$ cat src/rtl/ex_muldiv_if.sv
// ex_muldiv_if: id_ex-side request and ex_mem-side result bundle for the
// multi-cycle M-extension unit. master = pipeline, slave = ex_muldiv.
interface ex_muldiv_if #(
  parameter int XLEN       = 32,
  parameter int REG_ADDR_W = 5
);
  logic                  rdy;
  logic                  start_i;
  logic [2:0]            funct3_i;
  logic [XLEN-1:0]       reg1_i;
  logic [XLEN-1:0]       reg2_i;
  logic [REG_ADDR_W-1:0] wd_i;
  logic                  wreg_i;
  logic                  flush_i;
  logic                  stallreq_o;
  logic                  done_o;
  logic [REG_ADDR_W-1:0] wd_o;
  logic                  wreg_o;
  logic [XLEN-1:0]       wdata_o;

  modport master (
    output rdy, start_i, funct3_i, reg1_i, reg2_i, wd_i, wreg_i, flush_i,
    input  stallreq_o, done_o, wd_o, wreg_o, wdata_o
  );

  modport slave (
    input  rdy, start_i, funct3_i, reg1_i, reg2_i, wd_i, wreg_i, flush_i,
    output stallreq_o, done_o, wd_o, wreg_o, wdata_o
  );
endinterface

$ cat src/rtl/ex_muldiv.sv
// ex_muldiv: multi-cycle RV32M execute unit (MUL/MULH/MULHSU/MULHU,
// DIV/DIVU/REM/REMU). Restoring radix-2 divider and shift-add multiplier,
// one bit per cycle on magnitudes, sign fix-up on the last iteration.
// Build option: EX_MUL_1CYC_EN makes multiplies single-cycle (IDLE->DONE).
//
// state | meaning
// IDLE  | waiting for start_i, outputs cleared
// BUSY  | iterating, XLEN cycles, counter 0..XLEN-1
// DONE  | result on wd_o/wreg_o/wdata_o, done_o pulse
module ex_muldiv #(
  parameter int XLEN       = 32,
  parameter int REG_ADDR_W = 5
) (
  input logic        clk,
  input logic        rst,
  ex_muldiv_if.slave bus
);
  localparam int CW = $clog2(XLEN);
  localparam int RW = XLEN + 1;
  localparam logic [CW-1:0] LAST = CW'(XLEN - 1);

  typedef enum logic [1:0] {IDLE, BUSY, DONE} state_t;
  state_t state, state_nxt;

  logic [CW-1:0]         cnt;
  logic [2:0]            op;
  logic [REG_ADDR_W-1:0] wd_q;
  logic                  wreg_q;
  logic                  sgn1, sgn2;
  logic [2*XLEN-1:0]     acc;   // low half: dividend->quotient, or multiplier; high half: product
  logic [XLEN:0]         rem;
  logic [XLEN-1:0]       opb;   // divisor or multiplicand magnitude

  logic            signed1_in, signed2_in, s1_in, s2_in;
  logic            div0_in, ovf_in, direct_in, accept;
  logic [XLEN-1:0] abs1_in, abs2_in, special_res, direct_res;

  assign signed1_in = (bus.funct3_i == 3'b001) | (bus.funct3_i == 3'b010) |
                      (bus.funct3_i == 3'b100) | (bus.funct3_i == 3'b110);
  assign signed2_in = (bus.funct3_i == 3'b001) | (bus.funct3_i == 3'b100) |
                      (bus.funct3_i == 3'b110);
  assign s1_in   = signed1_in & bus.reg1_i[XLEN-1];
  assign s2_in   = signed2_in & bus.reg2_i[XLEN-1];
  assign abs1_in = s1_in ? -bus.reg1_i : bus.reg1_i;
  assign abs2_in = s2_in ? -bus.reg2_i : bus.reg2_i;

  // Divide by zero and INT_MIN / -1 bypass the iteration entirely.
  assign div0_in = bus.funct3_i[2] & (bus.reg2_i == '0);
  assign ovf_in  = bus.funct3_i[2] & ~bus.funct3_i[0] &
                   (bus.reg1_i == {1'b1, {(XLEN-1){1'b0}}}) & (bus.reg2_i == '1);
  assign special_res = div0_in ? (bus.funct3_i[1] ? bus.reg1_i : '1)
                               : (bus.funct3_i[1] ? '0 : bus.reg1_i);

`ifdef EX_MUL_1CYC_EN
  logic [2*XLEN-1:0] mul_a, mul_b, mul_p;
  assign mul_a      = {{XLEN{s1_in}}, bus.reg1_i};
  assign mul_b      = {{XLEN{s2_in}}, bus.reg2_i};
  assign mul_p      = mul_a * mul_b;
  assign direct_in  = div0_in | ovf_in | ~bus.funct3_i[2];
  assign direct_res = bus.funct3_i[2] ? special_res :
                      (bus.funct3_i[1:0] == 2'b00) ? mul_p[XLEN-1:0] : mul_p[2*XLEN-1:XLEN];
`else
  assign direct_in  = div0_in | ovf_in;
  assign direct_res = special_res;
`endif

  assign accept = (state == IDLE) & bus.start_i & bus.rdy & ~bus.flush_i;

  logic [XLEN+1:0]   shifted;
  logic              ge;
  logic [XLEN:0]     rem_step;
  logic [XLEN-1:0]   q_step;
  logic [XLEN:0]     sum;
  logic [2*XLEN-1:0] mul_step, prod_fix;
  logic [XLEN-1:0]   quot_fix, rem_fix, busy_res;

  // One divide step and one multiply step, plus the signed result they imply
  always_comb begin
    shifted  = {rem, acc[XLEN-1]};
    ge       = shifted >= {2'b00, opb};
    rem_step = ge ? RW'(shifted - {2'b00, opb}) : shifted[XLEN:0];
    q_step   = {acc[XLEN-2:0], ge};
    sum      = {1'b0, acc[2*XLEN-1:XLEN]} + (acc[0] ? {1'b0, opb} : '0);
    mul_step = {sum, acc[XLEN-1:1]};
    quot_fix = (sgn1 ^ sgn2) ? -q_step : q_step;
    rem_fix  = sgn1 ? -rem_step[XLEN-1:0] : rem_step[XLEN-1:0];
    prod_fix = (sgn1 ^ sgn2) ? -mul_step : mul_step;
    case (op)
      3'b000:          busy_res = prod_fix[XLEN-1:0];
      3'b100, 3'b101:  busy_res = quot_fix;
      3'b110, 3'b111:  busy_res = rem_fix;
      default:         busy_res = prod_fix[2*XLEN-1:XLEN];
    endcase
  end

  // State register
  always_ff @(posedge clk or posedge rst) begin
    if (rst) state <= IDLE;
    else     state <= state_nxt;
  end

  // Next-state logic; flush overrides rdy
  always_comb begin
    state_nxt = state;
    if (bus.flush_i) begin
      state_nxt = IDLE;
    end else if (bus.rdy) begin
      case (state)
        IDLE:    if (bus.start_i) state_nxt = direct_in ? DONE : BUSY;
        BUSY:    if (cnt == LAST) state_nxt = DONE;
        DONE:    state_nxt = IDLE;
        default: state_nxt = IDLE;
      endcase
    end
  end

  // Stall and done decode; stall drops with rst even if start_i is high
  always_comb begin
    bus.stallreq_o = ~rst & (((state == IDLE) & bus.start_i & ~bus.flush_i) | (state == BUSY));
    bus.done_o     = (state == DONE);
  end

  // Operand capture on accept, one iteration per BUSY cycle
  always_ff @(posedge clk or posedge rst) begin
    if (rst) begin
      cnt <= '0; op <= '0; wd_q <= '0; wreg_q <= 1'b0;
      sgn1 <= 1'b0; sgn2 <= 1'b0; acc <= '0; rem <= '0; opb <= '0;
    end else if (bus.flush_i) begin
      cnt <= '0;
    end else if (bus.rdy) begin
      if (accept) begin
        cnt    <= '0;
        op     <= bus.funct3_i;
        wd_q   <= bus.wd_i;
        wreg_q <= bus.wreg_i;
        sgn1   <= s1_in;
        sgn2   <= s2_in;
        acc    <= {{XLEN{1'b0}}, abs1_in};
        rem    <= '0;
        opb    <= abs2_in;
      end else if (state == BUSY) begin
        cnt <= cnt + CW'(1);
        rem <= rem_step;
        acc <= op[2] ? {acc[2*XLEN-1:XLEN], q_step} : mul_step;
      end
    end
  end

  // Result registers: loaded only on entry to DONE, zero otherwise
  always_ff @(posedge clk or posedge rst) begin
    if (rst) begin
      bus.wd_o <= '0; bus.wreg_o <= 1'b0; bus.wdata_o <= '0;
    end else if (bus.flush_i) begin
      bus.wd_o <= '0; bus.wreg_o <= 1'b0; bus.wdata_o <= '0;
    end else if (bus.rdy) begin
      if (accept && direct_in) begin
        bus.wd_o <= bus.wd_i; bus.wreg_o <= bus.wreg_i; bus.wdata_o <= direct_res;
      end else if (state == BUSY && cnt == LAST) begin
        bus.wd_o <= wd_q; bus.wreg_o <= wreg_q; bus.wdata_o <= busy_res;
      end else begin
        bus.wd_o <= '0; bus.wreg_o <= 1'b0; bus.wdata_o <= '0;
      end
    end
  end
endmodule

$ cat src/flat_wrapper.sv
// flat-port wrapper written by rule: the top's interface ports become plain ports
module ex_muldiv_flat 
#(
  parameter int XLEN       = 32,
  parameter int REG_ADDR_W = 5
)
  (clk, rst, bus_rdy, bus_start_i, bus_funct3_i, bus_reg1_i, bus_reg2_i, bus_wd_i, bus_wreg_i, bus_flush_i, bus_stallreq_o, bus_done_o, bus_wd_o, bus_wreg_o, bus_wdata_o);
  ex_muldiv_if #(.XLEN(XLEN), .REG_ADDR_W(REG_ADDR_W)) bus_i ();
  input logic clk;
  input logic rst;
  input wire logic [$bits(bus_i.rdy)-1:0] bus_rdy;
  input wire logic [$bits(bus_i.start_i)-1:0] bus_start_i;
  input wire logic [$bits(bus_i.funct3_i)-1:0] bus_funct3_i;
  input wire logic [$bits(bus_i.reg1_i)-1:0] bus_reg1_i;
  input wire logic [$bits(bus_i.reg2_i)-1:0] bus_reg2_i;
  input wire logic [$bits(bus_i.wd_i)-1:0] bus_wd_i;
  input wire logic [$bits(bus_i.wreg_i)-1:0] bus_wreg_i;
  input wire logic [$bits(bus_i.flush_i)-1:0] bus_flush_i;
  output wire logic [$bits(bus_i.stallreq_o)-1:0] bus_stallreq_o;
  output wire logic [$bits(bus_i.done_o)-1:0] bus_done_o;
  output wire logic [$bits(bus_i.wd_o)-1:0] bus_wd_o;
  output wire logic [$bits(bus_i.wreg_o)-1:0] bus_wreg_o;
  output wire logic [$bits(bus_i.wdata_o)-1:0] bus_wdata_o;
  assign bus_i.rdy = bus_rdy;
  assign bus_i.start_i = bus_start_i;
  assign bus_i.funct3_i = bus_funct3_i;
  assign bus_i.reg1_i = bus_reg1_i;
  assign bus_i.reg2_i = bus_reg2_i;
  assign bus_i.wd_i = bus_wd_i;
  assign bus_i.wreg_i = bus_wreg_i;
  assign bus_i.flush_i = bus_flush_i;
  assign bus_stallreq_o = bus_i.stallreq_o;
  assign bus_done_o = bus_i.done_o;
  assign bus_wd_o = bus_i.wd_o;
  assign bus_wreg_o = bus_i.wreg_o;
  assign bus_wdata_o = bus_i.wdata_o;
  ex_muldiv #(.XLEN(XLEN), .REG_ADDR_W(REG_ADDR_W)) u_core (.clk(clk), .rst(rst), .bus(bus_i));
endmodule
$ cat config.mk
export PLATFORM = sky130hd
export DESIGN_NAME = ex_muldiv_flat
export DESIGN_NICKNAME = d
export VERILOG_FILES = /design/src/rtl/ex_muldiv_if.sv /design/src/rtl/ex_muldiv.sv /design/src/flat_wrapper.sv
export SDC_FILE = /design/constraint.sdc
export NUM_CORES = 1
export LEC_CHECK = 0
export ABC_AREA = 0
export BUFFER_PORTS_ARGS = -buffer_cell sky130_fd_sc_hd__buf_4
export CAP_MARGIN = 10
export CORE_UTILIZATION = 60
export CTS_BUF_LIST = sky130_fd_sc_hd__clkbuf_8
export DETAILED_ROUTE_END_ITERATION = 10
export PLACE_DENSITY = 0.89
export SYNTH_ARGS = -nofsm -noshare
export SYNTH_HDL_FRONTEND = slang
export SYNTH_SLANG_ARGS = --single-unit
$ cat constraint.sdc
create_clock -name clk -period 19.3 [get_ports clk]
set_clock_uncertainty 0.15 [all_clocks]
set_input_delay 4.825 -clock clk [delete_from_list [all_inputs] [get_ports clk]]
set_output_delay 4.825 -clock clk [all_outputs]
set_load 0.1 [all_outputs]
==> metrics.md <==
| Metric | Value |
|---|---|
| Largest family of logic cells by synthesized area | compound AO/OA/AOI/OAI gates |
| Tcrit/Tclk final | 55.0% |
| Final WL | 63000 µm |
| Yosys warns | 0 |
| Achievable frequency | 0.0942 GHz |
| GR peak layer | met2 |
| Final net count | 2512 |
| Antenna viol nets, final | 0 |
| Peak VDD IR | 0.0000818 V |
| Met2 GRT Util | 59.8% |
| Cell type with the highest aggregate area in the netlist | dfrtp_1 |
| Reg2Reg Setup Slack | 12660 ps |
| # port buffers | 117 |
| IO Count | 118 |
| PD cells | 172 nW/µm² |
| Drt initial violations | 2716 |
| Final TNS setup | 0 ps |
| Ys flop type | dfrtp_1 |
| Critical path type | in2out |
| Placer's final routability congestion estimate | 1.07 |
| Post-synthesis sequential area ratio | 25.7% |
| Row count | 63 |
| Hold WC Path Type | reg2reg |
| Clk Latency, worst-skew pair | 520 ps |
| Hold Path Stages | 2 |
| Number of global-route vias before repair | 17.4k |
| Storage cell area | 4630 µm² |
| Max-cap violations | 0 |
| Syn Inst Count | 2375 |
| Post-synth EDFFs | 0 |
| Top cells by area in the synthesized netlist | dfrtp_1 26%, o21ai_0 5.9%, xnor2_1 5.7% |
| Fin worst setup slack | 8690 ps |
| FF-to-FF path depth | 19 |
| Final Max Tran Viols | 0 |
| Post-synthesis compound-gate area fraction | 27.7% |
| Final instance area | 19300 µm² |
| GRT overflow | 0 |
| Worst setup SP type | input pin |
| Final setup vio count | 0 |
| Yosys cell types | 107 |
| #FFs+latches synth | 185 |
| Pwr Total | 3320 µW |
| Adder-cell share of the synthesized area | 6.72% |
| Met1 Use GR | 54.7% |
| Final hold violation count | 0 |
| Synth-to-layout area growth | 7.32% |
| CP required | 14330 ps |
| Post-Syn Area | 18000 µm² |
| Placed instance area | 18900 µm² |
| Post-cts repair resize count | 0 |
| WHS | 341 ps |
| Max clock buf depth | 2 |
| DP Worst Slack | 8710 ps |
| Clock Sinks | 185 |
| Asr flop ratio synth | 100% |
| Gr usage total | 40.8% |
| Root buffer cell | clkbuf_8 |
| Area share of xor/xnor cells in the synthesized design | 9.77% |
| Most instantiated cells after synthesis | 271 x nand2_1, 248 x nor2_1, 212 x o21ai_0 |
| TritonRoute pass-1 iters | 7 |
| Layout cells sized above 1 | 9.65% |
| Die Width | 175 µm |
| Vias/cell | 6.88 |
| Die area | 30700 µm² |
| # hold bufs at CTS | 0 |
| RSZ-0062 raised after global routing | false |
| Antenna Cells | 0 |
| Leak pwr | 0.00823 µW |
| Vias post-DR | 19.0k |
| Final worst path period need | 10610 ps |
| CTS buffer count | 17 |
| Initial antenna violation count | 0 |
| Die H | 175 µm |
| Yosys top cell area share | 25.7% |
| Starting Density | 61.0% |
| Multiplexer share of the synthesized area | 3.14% |
| Worst-Margin Slew | 1310 ps |
| Filler cell count | 2513 |
| CTS H-tree depth | 4 |
| Routed len/inst | 22.8 µm |
| Cell with the most instances after synthesis | nand2_1 |
| Synth Area in Simple Gates | 21.8% |
| # DRC | 0 |
| CTS tree | yes |
| Largest net degree at the start of global routing | 116 |
| Critical Path End Type | output port |
| Worst slew margin | 12.4% |
| Outcome | completed |
| Met3 Use GR | 9.81% |
| First-pass GRT wire length | 97500 µm |
| Setup Fix Bufs, Post-CTS | 0 |
| Clock slew at reported path FFs | 130 ps |
| Syn Nets | 2527 |
| Core footprint | 29600 µm² |
| Detailed placer's ending HPWL | 47900 µm |
| Crit-path max FO | 18 |
| WP data arrival | 5640 ps |
| Multi-input logic area | 12500 µm² |
| Mean Syn Cell Area | 7.59 µm² |
-- cell families (layout without fill, tap and decap cells) --
family,Yosys count,in the layout
adders and majority gates,101,101
AOI/OAI and AO/OA,782,782
xor gates and xnor gates,201,201
buffers and inverters,235,233
DFF,185,185
and+or+nand+nor,815,815
muxes,56,56
-- final cells by class --
type / count / area share [%]
clock inverters: 15 / 1.04
inverters: 66 / 1.31
multi-input cells: 1955 / 64.6
repair buffers: 135 / 5.34
well taps: 390 / 2.52
clock buffers: 17 / 1.21
flip-flops and latches: 185 / 23.9
-- report_power, final --
part           internal [µW]  switching, µW  total (µW)  leakage [µW]
logic                    839           1550        2380       0.00560
registers                492            153         645       0.00242
clock network            113            180         292      0.000218
-- cells in the final DEF, fill, tap and decap left out, types with 7 or more instances in the layout --
cell,netlist,final
a22oi_1,25,25
o21a_1,16,16
a31oi_1,32,32
o21bai_1,8,8
maj3_1,27,27
o31ai_1,33,33
ha_1,72,72
or3_1,33,32
nor3b_1,8,8
inv_1,63,62
a311oi_1,7,7
xnor2_1,118,117
buf_4,1,134
and4_1,7,7
a21oi_1,200,200
clkbuf_8,0,17
mux2i_1,52,52
and2_1,15,14
xor2_1,83,82
nand2_1,271,270
nand4_1,31,31
a22o_1,35,35
nand3_1,29,29
and3_1,18,18
nor4_1,23,22
a21o_1,33,33
or4_1,9,9
o21ai_0,212,212
nand2b_1,13,13
nor2b_1,7,7
o211ai_1,29,29
o22ai_1,16,16
nor3_1,57,57
dfrtp_1,185,184
nor2_1,248,247
o21ai_1,18,18
a211oi_1,31,31
or2_2,7,7
-- path summary, 6_finish.rpt --
| check | startpoint | endpoint |
|---|---|---|
| setup / recovery | bus_flush_i | bus_stallreq_o |
| hold / removal | u_core.wd_q[1] | u_core.wd_q[1] |
| setup reg to reg | u_core.opb[21] | u_core.bus.wdata_o[22] |
| hold reg to reg | u_core.wd_q[1] | u_core.wd_q[1] |
| max in group asynchronous | rst | u_core.acc[32] |
| min in group asynchronous | rst | u_core.bus.wdata_o[4] |
-- routing by layer --
layer,wire length [µm],vias to the layer above
li1,-,8602
met1,25100,8934
met2,26900,1239
met3,7110,240
met4,3920,0
met5,0,-
-- per-stage QoR --
stage / utilization, % / std cells
global placement: 63.9 / 2729
floorplan: - / 2375
finish: 65.4 / 2763
global route: 65.4 / 2763
CTS: 65.3 / 2761
detailed placement: 63.9 / 2729
-- registers in the layout (all words and copies together), names as in the netlist --
register            flops
u_core.bus.wdata_o     32
u_core.rem             33
u_core.op               3
u_core.sgn2             1
u_core.wd_q             5
u_core.bus.wd_o         5
u_core.acc             64
u_core.state            2
u_core.sgn1             1
u_core.bus.wreg_o       1
u_core.cnt              5
u_core.wreg_q           1
u_core.opb             32
-- worst max-delay path: stages --
cell and delay [ps]:
buf_4 170, inv_1 100, a21oi_1 70, nor3_1 140, buf_4 320
(Power assumes the default switching activity.)
